File: src/rtl/programmer_boot_ctrl.sv
// UART programmer sequencer: packs received bytes into little-endian words and writes them
// to consecutive instruction-memory addresses while holding the core in reset.
module programmer_boot_ctrl #(
  parameter int unsigned ADDR_WIDTH = 12,
  parameter int unsigned BASE_ADDR  = 0
) (
  input  logic                  clk_i,
  input  logic                  reset_i,
  input  logic                  enable_i,
  input  logic                  rx_valid_i,
  input  logic [7:0]            rx_data_i,
  output logic                  mem_req_o,
  output logic [ADDR_WIDTH-1:0] mem_addr_o,
  output logic [31:0]           mem_wdata_o,
  input  logic                  mem_gnt_i,
  output logic                  core_hold_o,
  output logic                  busy_o,
  output logic                  done_o,
  output logic [ADDR_WIDTH:0]   word_count_o,
  output logic                  overflow_err_o
);

  localparam logic [ADDR_WIDTH-1:0] BaseAddr = ADDR_WIDTH'(BASE_ADDR);
  localparam logic [ADDR_WIDTH:0]   Capacity = {1'b1, {ADDR_WIDTH{1'b0}}};

  typedef enum logic [2:0] {
    StIdle,
    StCollect,
    StWrite,
    StFlush,
    StDone
  } state_e;

  state_e                state_q, state_d;
  logic [1:0]            idx_q, idx_d;
  logic [31:0]           asm_q, asm_d;
  logic [31:0]           wdata_q, wdata_d;
  logic [ADDR_WIDTH-1:0] addr_q, addr_d;
  logic [ADDR_WIDTH:0]   count_q, count_d;
  logic                  req_q, req_d;
  logic                  ovf_q, ovf_d;

  logic        take;
  logic        complete;
  logic        at_cap;
  logic        granted;
  logic [31:0] full_word;

  // Zero the bytes of a partial word that were never received.
  function automatic logic [31:0] keep_bytes(input logic [31:0] word, input logic [1:0] nbytes);
    logic [31:0] mask;
    case (nbytes)
      2'd1:    mask = 32'h0000_00ff;
      2'd2:    mask = 32'h0000_ffff;
      2'd3:    mask = 32'h00ff_ffff;
      default: mask = 32'hffff_ffff;
    endcase
    return word & mask;
  endfunction

  always_ff @(posedge clk_i or posedge reset_i) begin
    if (reset_i) begin
      state_q <= StIdle;
    end else begin
      state_q <= state_d;
    end
  end

  always_ff @(posedge clk_i or posedge reset_i) begin
    if (reset_i) begin
      idx_q   <= '0;
      asm_q   <= '0;
      wdata_q <= '0;
      addr_q  <= BaseAddr;
      count_q <= '0;
      req_q   <= 1'b0;
      ovf_q   <= 1'b0;
    end else begin
      idx_q   <= idx_d;
      asm_q   <= asm_d;
      wdata_q <= wdata_d;
      addr_q  <= addr_d;
      count_q <= count_d;
      req_q   <= req_d;
      ovf_q   <= ovf_d;
    end
  end

  always_comb begin
    state_d = state_q;
    idx_d   = idx_q;
    asm_d   = asm_q;
    wdata_d = wdata_q;
    addr_d  = addr_q;
    count_d = count_q;
    req_d   = req_q;
    ovf_d   = ovf_q;

    take      = rx_valid_i && (state_q inside {StCollect, StWrite, StFlush});
    complete  = take && (idx_q == 2'd3);
    full_word = {rx_data_i, asm_q[23:0]};
    at_cap    = (count_q == Capacity);
    granted   = req_q && mem_gnt_i;

    if (take && !complete) begin
      asm_d[{idx_q, 3'b000} +: 8] = rx_data_i;
      idx_d                       = idx_q + 2'd1;
    end
    // Completing byte while a write is outstanding is dropped; the index parks at 3.
    if (complete && req_q) begin
      ovf_d = 1'b1;
    end

    case (state_q)
      StIdle: begin
        if (enable_i) begin
          state_d = StCollect;
          idx_d   = '0;
          count_d = '0;
          ovf_d   = 1'b0;
          addr_d  = BaseAddr;
        end
      end
      StCollect: begin
        if (complete) begin
          idx_d = '0;
          if (at_cap) begin
            ovf_d = 1'b1;
          end else begin
            wdata_d = full_word;
            req_d   = 1'b1;
            state_d = StWrite;
          end
        end
        // A byte landing with the falling enable is already folded into idx_d/asm_d.
        if (!enable_i && (state_d == StCollect)) begin
          if (idx_d == 2'd0) begin
            state_d = StDone;
          end else if (at_cap) begin
            ovf_d   = 1'b1;
            state_d = StDone;
          end else begin
            wdata_d = keep_bytes(asm_d, idx_d);
            req_d   = 1'b1;
            idx_d   = '0;
            state_d = StFlush;
          end
        end
      end
      StWrite: begin
        if (granted) begin
          req_d   = 1'b0;
          addr_d  = addr_q + 1'b1;
          count_d = count_q + 1'b1;
          state_d = enable_i ? StCollect : StFlush;
        end
      end
      StFlush: begin
        if (granted) begin
          req_d   = 1'b0;
          addr_d  = addr_q + 1'b1;
          count_d = count_q + 1'b1;
          state_d = StDone;
        end else if (!req_q) begin
          // Entered straight from a write grant: decide whether anything is left to flush.
          if (complete) begin
            idx_d = '0;
            if (at_cap) begin
              ovf_d   = 1'b1;
              state_d = StDone;
            end else begin
              wdata_d = full_word;
              req_d   = 1'b1;
            end
          end else if (idx_d == 2'd0) begin
            state_d = StDone;
          end else if (at_cap) begin
            ovf_d   = 1'b1;
            state_d = StDone;
          end else begin
            wdata_d = keep_bytes(asm_d, idx_d);
            req_d   = 1'b1;
            idx_d   = '0;
          end
        end
      end
      StDone: begin
        state_d = StIdle;
      end
      default: begin
        state_d = StIdle;
      end
    endcase
  end

  always_comb begin
    mem_req_o      = req_q;
    mem_addr_o     = addr_q;
    mem_wdata_o    = wdata_q;
    core_hold_o    = (state_q != StIdle);
    busy_o         = (state_q != StIdle);
    done_o         = (state_q == StDone);
    word_count_o   = count_q;
    overflow_err_o = ovf_q;
  end

  req_stable_a: assert property (@(posedge clk_i) disable iff (reset_i)
    req_q && !mem_gnt_i |=> req_q && $stable(addr_q) && $stable(wdata_q));

  count_bound_a: assert property (@(posedge clk_i) disable iff (reset_i)
    count_q <= Capacity);

endmodule

File: config.mk
export PLATFORM = sky130hd
export DESIGN_NAME = programmer_boot_ctrl
export DESIGN_NICKNAME = d
export VERILOG_FILES = /design/src/rtl/programmer_boot_ctrl.sv
export SDC_FILE = /design/constraint.sdc
export NUM_CORES = 1
export LEC_CHECK = 0
export ABC_AREA = 1
export BUFFER_PORTS_ARGS = -buffer_cell sky130_fd_sc_hd__buf_2
export CAP_MARGIN = 25
export CORE_ASPECT_RATIO = 1.25
export CORE_MARGIN = 3
export CORE_UTILIZATION = 50
export DETAILED_ROUTE_END_ITERATION = 7
export PLACE_DENSITY_LB_ADDON = 0.2
export SYNTH_ARGS = -nofsm -noshare
export SYNTH_HDL_FRONTEND = slang
export SYNTH_SLANG_ARGS = --single-unit
File: constraint.sdc
create_clock -name clk_i -period 4 [get_ports clk_i]
set_input_delay 0.6 -clock clk_i [delete_from_list [all_inputs] [get_ports clk_i]]
set_output_delay 0.6 -clock clk_i [all_outputs]
set_load 0.02 [all_outputs]
* Word level (Yosys, flattened, before mapping)
Cells that the tools add are included.
Widths: inputs -> output; s select.
** Storage, ports and cells
- Memory bits (read-only) :: 0
- Memory bits (writable) :: 0
- Bits in latches :: 0
- Output and inout bits :: 62
- Bits in registers :: 96
- Input port bits :: 13
- Memories kept :: 0
- Logic and storage cells :: 140
** Cells by class
- Magnitude comparators :: 0
- Divide/modulo/power cells :: 0
- Shifts and indexed selects :: 2
- Reductions and logical operators :: 20
- Eq/ne operators :: 21
- Mux-type cells :: 83
- Bitwise operators :: 2
- $add $sub $neg :: 4
- Multiply operators :: 0
** Operators by type and width (count)
- $mux 32 :: 21
- $pmux 32 s3 :: 2
- $and 32x32->32 :: 2
- $pmux 32 s2 :: 1
- $mux 3 :: 13
- $bwmux 32 :: 1
- $shift 8x7->32 const A :: 1
- $shiftx 8x7->32 :: 1
- $mux 13 :: 2
- $mux 2 :: 13
- $pmux 13 s2 :: 1
- $mux 12 :: 2
- $pmux 12 s2 :: 1
- $mux 1 :: 22
- $add 13x1->13 const B :: 1
- $eq 13x13->1 const B :: 1
- $add 12x1->12 const B :: 1
- $pmux 3 s4 :: 1
- $eq 2x2->1 const B :: 5
- $ne 3x3->1 const B :: 3
- $ne 2x2->1 const B :: 4
- $neg 5->7 :: 1
- $eq 3x1->1 const B :: 2
- $eq 3x2->1 const B :: 2
- other kinds (16) :: 28

* Depth between registers and ports, before layout
Gate-level depths: netlist (run 1).
- Word-level depth :: 22
- Mapped depth :: 17
- Gate-level depth less buffers :: 17

* Worst setup path before layout (run 1)
OpenSTA, ideal clock, no wires.
- Path type :: reg-to-reg
- From :: register idx_q[0]
- To :: register wdata_q[10], in the netlist mem_wdata_o[10]
- Period minus slack after synthesis :: 2614 ps
- Stages on the path, launching flop included :: 13
- Setup time :: 117 ps
- Path buffers :: 3
- Path slack :: 1386 ps
- Arrival time :: 2497 ps
- Required time :: 3883 ps
- Cell sequence :: dfrtp_1 -> clkbuf_1 -> inv_1 -> ha_1 -> o21ai_0 -> ha_1 -> buf_1 -> nand3_1 -> nand4_1 -> buf_2 -> nor2_1 -> nand2_1 -> nand2_1
** On the way
- Word-level cells in the longest chain between the ends :: 20
- Elaborated cells between the ends (all ways) :: 52
- Classes of those cells :: add/sub (2); eq/ne (10); shift (2); mux (29); bitwise (2); reduce/logical (7)
** Ends and longest elaborated chain
- start, declared :: line 35 : logic [1:0] idx_q, idx_d;
- start signal, assigned :: line 79 : idx_q <= idx_d;
- $eq 2x2->1 :: line 100 : complete = take && (idx_q == 2'd3);
- $logic_and 1x1->1 :: line 100
- $logic_not 1->1 :: line 105 : if (take && !complete) begin
- $logic_and 1x1->1 :: line 105
- $mux 2 :: line 105
- $eq 2x2->1 or $eq 2x1->1 (tied branches) :: line 52 : case (nbytes)
- $pmux 32 s3 :: line 52
- $mux 32 :: line 177 : end else if (at_cap) begin
- (+4 left out)
- $mux 32 :: line 114 : case (state_q)
- $and 32x32->32 :: line 58 : return word & mask;
- $mux 32 :: line 177
- $mux 32 :: line 175 : end else if (idx_d == 2'd0) begin
- $mux 32 :: line 166 : if (complete) begin
- $mux 32 :: line 164 : end else if (!req_q) begin
- $mux 32 :: line 159 : if (granted) begin
- $pmux 32 s2 :: line 114
- end signal, assigned :: line 81 : wdata_q <= wdata_d;
- end, declared :: line 37 : logic [31:0] wdata_q, wdata_d;
Parallel ways exist; a longest one is shown, timed or not. The select of a mux whose other input is x is not followed.
A chain may end at the register's enable or synchronous reset.

* Worst setup path in the final report (run 1)
- From :: register idx_q[0]
- To :: register wdata_q[6], in the netlist mem_wdata_o[6]
** On the way
- Word-level cells in the longest chain between the ends :: 12
- Elaborated cells between the ends (all ways) :: 34
- Classes of those cells :: add/sub (2); eq/ne (4); shift (2); mux (17); bitwise (2); reduce/logical (7)
** Ends and longest elaborated chain
- parallel branches: the longest is 12 deep, another holds $neg 5->7
Parallel ways; which one is timed is not known. The select of a mux whose other input is x is not followed.

==> results of run 1 <==
==> layer usage <==
| metal | wire [um] | part of all wire |
|---|---|---|
| met5 | 0 | 0 |
| met1 | 7750 | 0.42 |
| met3 | 1260 | 0.068 |
| met2 | 9110 | 0.49 |
| met4 | 502 | 0.027 |
==> logic make-up (layout without fill, tap and decap cells) <==
| family | after synthesis | in the layout | synth area share |
|---|---|---|---|
| adder cells (fa/ha/maj) | 12 | 12 | 0.0228 |
| AO/OA/AOI/OAI | 57 | 57 | 0.0490 |
| flip-flops | 96 | 96 | 0.365 |
| AND/OR/NAND/NOR | 687 | 687 | 0.447 |
| XOR/XNOR | 7 | 7 | 0.00931 |
| buffers and inverters | 165 | 211 | 0.107 |
==> placed cells by master, fill, tap and decap left out, types with 15 or more instances in the layout <==
cell type    n
a21oi_1     26
buf_2       74
dfrtp_1     96
inv_1      103
nand2_1    330
nand3_1    150
nand4_1     30
nor2_1     142
nor3_1      15
==> power groups by stage <==
stage | Clock, mW | Combinational (mW) | Sequential [mW]
6_report | 1.02 | 3.04 | 1.51
5_1_grt | 1.07 | 3.44 | 1.55
4_1_cts | 1.03 | 3.04 | 1.51
3_5_place_dp | 0 | 3.02 | 1.53
3_3_place_gp | 0 | 2.99 | 1.52
2_1_floorplan | 0 | 2.13 | 1.66
==> worst register-to-register path, stage by stage (launching register included) <==
cell     delay (ps)
dfrtp_1         490
ha_1            310
inv_1           210
nand2_1         210
nand2_1         100
o21ai_0         180
nor2_1          140
inv_1            80
ha_1            200
inv_1           120
nand3_2         130
nor2_4          620
nand2_1         100
nand2_1         100
nand2_1          50
nand2_1          70
nand2_1          50
==> sequential cells by signal (all words and copies together), names as in the netlist <==
name	cells
mem_addr_o	12
idx_q	2
asm_q	32
overflow_err_o	1
state_q	3
mem_req_o	1
word_count_o	13
mem_wdata_o	32
==> path summary, 6_finish.rpt <==
path / from / end / slack, ps / depth (start not counted)
setup reg to reg: idx_q[0] / mem_wdata_o[6] / 760 / 16
setup / recovery: idx_q[0] / mem_wdata_o[6] / 760 / 16
hold / removal: reset_i / asm_q[29] / 290 / 2
min in group clk_i: asm_q[25] / asm_q[25] / 380 / 0
hold reg to reg: asm_q[25] / asm_q[25] / 380 / 0
max in group asynchronous: reset_i / word_count_o[6] / 2890 / 3
==> synth_stat cells (5+ instances only) <==
master	count
clkbuf_1	18
o21ai_0	12
inv_2	5
buf_2	25
a21oi_1	26
nand2_2	5
o21ai_1	6
nor2_1	143
inv_1	104
dfrtp_1	96
nor3_1	15
xor2_1	7
buf_4	10
nand4_1	30
nand2_1	330
ha_1	12
nand3_1	150
==> metrics by stage <==
| step | total power [mW] | util | worst slack (ps) | area (um2) |
|---|---|---|---|---|
| final | 5.57 | 0.572 | 758 | 7310 |
| after global routing | 6.06 | 0.572 | 411 | 7310 |
| after CTS | 5.57 | 0.572 | 809 | 7310 |
| after detailed placement | 4.54 | 0.545 | 839 | 6970 |
| after global placement | 4.51 | 0.545 | 965 | 6970 |
| after floorplan | 3.79 | - | 895 | 6590 |
==> final cells by class <==
class	instances	area, um2	area share
Tap cell	168	210	0.0287
Multi-Input combinational cell	763	3480	0.476
Clock buffer	9	225	0.0308
Inverter	109	412	0.0563
Sequential cell	96	2400	0.328
Clock inverter	7	120	0.0164
Timing Repair Buffer	86	460	0.0629
==> impl_results.md, run 1 <==
* Worst EP required at 4240 ps
* Pin count of the biggest net entering global routing at 68
* Library cells used by synthesis at 35
* Sequence of cells on the critical path: ha_1 -> inv_1 -> nand2_1 -> nand2_1 -> o21ai_0 -> nor2_1 -> inv_1 -> ha_1 -> inv_1 -> nand3_2 -> nor2_4 -> nand2_1 -> nand2_1 -> nand2_1 -> nand2_1 -> nand2_1
* First-pass GRT wire length at 30.2 mm
* Count of H-tree levels built during CTS at 3
* Horiz. Die Dim at 109 um
* Synth Warn # at 0
* Detailed placer's ending HPWL at 12.5 mm
* Clock tree from TritonCTS: yes
* Num Clock Sinks at 96
* NetSw at 2.78 mW
* Post-synth EDFFs at 0
* Worst vdd rail ir drop at 0.445 mV
* Die height at 134 um
* Latest clock arrival within the worst-skew pair at 350 ps
* Internal cell power at 2.80 mW
* Average wire length per cell after detail routing at 15.0 um
* Type of the setup path with the least slack: flop to flop
* Leakage at 4.08 nW
* NumNets Final at 1090
* Row count at 46
* Initial core utilization at 0.516
* Root Driver: clkbuf_16
* Placer Congestion at 0.944
* Area of the die at 0.0146 mm2
* Number of setup violations in the final report at 0
* CP Max Fanout at 26
* Comb pwr share at 0.546
* Setup Total Neg Slack at 0 ps
* Result of the run: complete, no violations
* Cell Area, Synth at 0.00659 mm2
* Final wirelength at 18.6 mm
* Number of diodes added for antenna fixing at 0
* Slew margin rel. at 0.482
* Endpoint type of the worst setup path: flop
* Cell accounting for the most synthesized area: dfrtp_1
* Busiest metal layer after global routing: met2
* Post-synthesis sequential element count at 96
* Setup repair after global routing missed its margin: no
* Actual slew at the worst max-slew pin at 774 ps
* Async SR Flop Fraction at 1.00
* IO buf count at 74
* Iteration-0 DRC Markers at 524
* Final cycle utilization of the critical path at 0.810
* Type of the tightest min-delay check: input pin to asynchronous set/reset pin
* Number of nets in the synthesized netlist at 1049
* Placed cell count at 1222
* Count of final max-slew check failures at 0
* Share of cells above drive strength 1 at 0.117
* Most common cell on crit path: nand2_1
* Core region area at 0.0128 mm2
* Top FF cell, synth: dfrtp_1
* Dominant cells by area after synthesis: dfrtp_1 36%, nand2_1 19%, nand3_1 11%
* Number of vias in the routed layout at 6662
* Worst clock skew at 8.43 ps
* Layout-stage area growth over the synthesis result at 11.0%
* Largest stage delay on the critical path at 620 ps
* First-pass iteration count of the detailed router at 6
* Average size of a mapped cell at 6.43 um2
* P per Cell Area at 762 mW/mm2
* Proportion of synthesized chip area in sequential cells at 0.365
* Buffers inserted by post-CTS timing repair at 0
* Antenna violations before repair at 0
* Residual DRC count at 0
* Clock tree buffer depth at 2
* Cts bufs inserted at 9
* Sequential Power Share at 0.271
* Final number of hold-violating endpoints at 0
* Hold Buf Count CTS at 0
* Cell count after synthesis at 1024
* Met2 Use GR at 0.434
* Vias per inst at 5.38
* Number of buffers and inverters on the critical path at 3
* Post-route minimum period at 3240 ps
* Synth top area share at 0.365
* Clock-pin slew reported for the worst setup and hold paths after clock tree synthesis at 70 ps
* Number of global-route vias before repair at 6036
* Fillers at 1296
* Post-cts resize count at 0
* Cell family with most CP delay: simple AND/OR/NAND/NOR gates
* Switching part of the total power at 0.498
* Type of element launching the critical path: flop
* Overall routing resource usage at 0.260
* Final instance count without filler cells at 1238
* Overall overflow remaining after global route at 0
* Maximum capacitance violations at 0
* Post-DRT Antenna Nets at 0
* Met1 GRT Util at 0.341
* Worst hold margin at 289 ps
* Top achievable clock speed at 308 MHz
* Number of top-level design ports at 75
* Library cell contributing the largest single delay on the critical path: nor2_4
* Arrival time at the worst endpoint at 3480 ps
* Proportion of power drawn by the clock network at 0.183
* Met3 layer usage reported by global route at 0.0443
(Power assumes the default switching activity.)
==> run 2, diff against run 1 <==
clock period = 3.17 ns   (was 4 ns; I/O delays follow)
==> run 2 against run 1 <==
Effect of this change:
- largest power group unchanged
- sequential power grew 26%
- setup slack lost 460 ps
- sequential share of layout area shrank 0.37 points
- non-clock buffer count grew 6
- final cell count grew 0.48%
- wire length shrank 2.5%
- final area grew 1.1%
- utilization grew 0.65 points
- critical endpoint is now overflow_err_o
- power grew 27%
- fmax grew 13%
- critical path type unchanged
==> impl_results.md, run 2 (same netlist as run 1, synthesis figures left out) <==
* Result of the run: complete, no violations
* Busiest metal layer after global routing: met2
* Die height at 134 um
* FF-to-FF path depth at 12
* Horiz. Die Dim at 109 um
* Average wire length per cell after detail routing at 14.6 um
* Maximum capacitance violations at 0
* Number of vias in the routed layout at 6537
* Number of top-level design ports at 75
* Pin count of the biggest net entering global routing at 62
* Row count at 46
* Setup repair after global routing missed its margin: no
* Number of setup violations in the final report at 0
* Type of element launching the critical path: flop
* Sequential Power Share at 0.270
* Comb pwr share at 0.549
* Reg2reg end: overflow_err_o
* Vias per inst at 5.25
* Overall routing resource usage at 0.257
* Residual DRC count at 0
* Met2 Use GR at 0.431
* Initial core utilization at 0.516
* Final number of hold-violating endpoints at 0
* Number of diodes added for antenna fixing at 0
* Final wirelength at 18.2 mm
* Type of the tightest min-delay check: input pin to asynchronous set/reset pin
* Type of the setup path with the least slack: flop to flop
* Startpoint of the most critical register-to-register path: idx_q[0]
* Layout-stage area growth over the synthesis result at 12.3%
* Share of cells above drive strength 1 at 0.122
* Met1 GRT Util at 0.332
* Clock tree buffer depth at 2
* Detailed placer's ending HPWL at 12.6 mm
* Commonest non-fill, non-tap cell in the layout: nand2_1
* Arrival time at the worst endpoint at 3090 ps
* Proportion of power drawn by the clock network at 0.182
* First-pass GRT wire length at 30.1 mm
* Count of final max-slew check failures at 0
* Iteration-0 DRC Markers at 369
* NumNets Final at 1096
* Internal cell power at 3.60 mW
* Clock tree from TritonCTS: yes
* Placed cell count at 1227
* Cts bufs inserted at 9
* Post-route minimum period at 2870 ps
* Reg2Reg Setup Slack at 300 ps
* Final instance count without filler cells at 1244
* Clock-pin slew reported for the worst setup and hold paths after clock tree synthesis at 70 ps
* Met3 layer usage reported by global route at 0.0438
* Final cycle utilization of the critical path at 0.907
* Hold Buf Count CTS at 0
* Commonest cells after routing, fill and taps aside: 330 x nand2_1, 150 x nand3_1, 142 x nor2_1
* Slew margin rel. at 0.489
* First-pass iteration count of the detailed router at 5
* IO buf count at 74
* Latest clock arrival within the worst-skew pair at 350 ps
* Startpoint of the worst setup timing path: idx_q[0]
* Count of H-tree levels built during CTS at 3
* Fillers at 1279
* Overall overflow remaining after global route at 0
* Worst setup timing slack at the placement stage at 254 ps
* Switching part of the total power at 0.490
* Setup Total Neg Slack at 0 ps
* NetSw at 3.46 mW
* Post-DRT Antenna Nets at 0
* Worst setup slack after layout at 296 ps
* Antenna violations before repair at 0
* Termination of the worst setup path: overflow_err_o
* CP Max Fanout at 9
* Endpoint type of the worst setup path: flop
* Leakage at 4.12 nW
* P per Cell Area at 955 mW/mm2
* Worst EP required at 3390 ps
* Actual slew at the worst max-slew pin at 766 ps
* Worst vdd rail ir drop at 0.517 mV
* Area of the die at 0.0146 mm2
* Core region area at 0.0128 mm2
* Top achievable clock speed at 348 MHz
* Post-route core utilization at 0.579
* Root Driver: clkbuf_16
* Placer Congestion at 0.947
* Worst clock skew at 7.14 ps
* Num Clock Sinks at 96
* Number of global-route vias before repair at 6136
* Total power at 7.07 mW
-- run 2: cell types whose count changed in the layout (fill, tap and decap cells not counted), sizes merged --
cell	before	now
buf	86	92
-- run 2: power groups by stage --
stage / Clock [mW] / Sequential (mW) / Combinational [mW]
2_1_floorplan: 0 / 2.09 / 2.69
3_3_place_gp: 0 / 1.92 / 3.84
3_5_place_dp: 0 / 1.92 / 3.86
4_1_cts: 1.30 / 1.90 / 3.89
5_1_grt: 1.35 / 1.95 / 4.41
6_report: 1.28 / 1.91 / 3.88
-- run 2: cell type report --
cell class                 instances  area (um2)  share of cell area
timing repair buffer              92         543              0.0734
sequential                        96        2400               0.325
tap                              168         210              0.0284
inverter                         109         412              0.0556
multi-input combinational        763        3480               0.471
clock inverter                     7         120              0.0162
clock buffer                       9         225              0.0304
-- run 2: metrics by stage --
step                      instance area (um2)  hold slack [ps]
after floorplan                          6590              429
after global placement                   7040              365
after detailed placement                 7040              368
after CTS                                7390              309
after global routing                     7400              336
final                                    7400              283
-- run 2: worst min-delay path by stage --
stage               slack [ps]         endpoint  cells past startpoint
floorplan                  430        asm_q[27]                      1
global placement           370        asm_q[26]                      0
detailed placement         370        asm_q[26]                      0
CTS                        310  mem_wdata_o[12]                      2
global route               340  mem_wdata_o[12]                      2
finish                     280  mem_wdata_o[29]                      2
-- run 2: per-layer routing --
layer  share of wire  wire length [um]
met5               0                 0
met1            0.44              7920
met2            0.49              8820
met3           0.054               973
met4           0.025               447
-- run 2: what timing repair did --
| action | 4_1_cts | 5_1_grt |
|---|---|---|
| setup endpoints to repair | 0 | 3 |
| gates resized for setup | 0 | 0 |
| setup buffers | 0 | 1 |
| hold endpoints to repair | 0 | 0 |
-- run 2: critical path, cell delays in order, from the launching register on --
cell and delay (ps):
dfrtp_1 500, ha_1 310, inv_1 210, nand2_1 210, o21ai_0 290, nor2_1 90
inv_1 110, ha_1 160, inv_1 80, nand3_1 250, inv_1 200, o21ai_0 230
o211ai_1 120
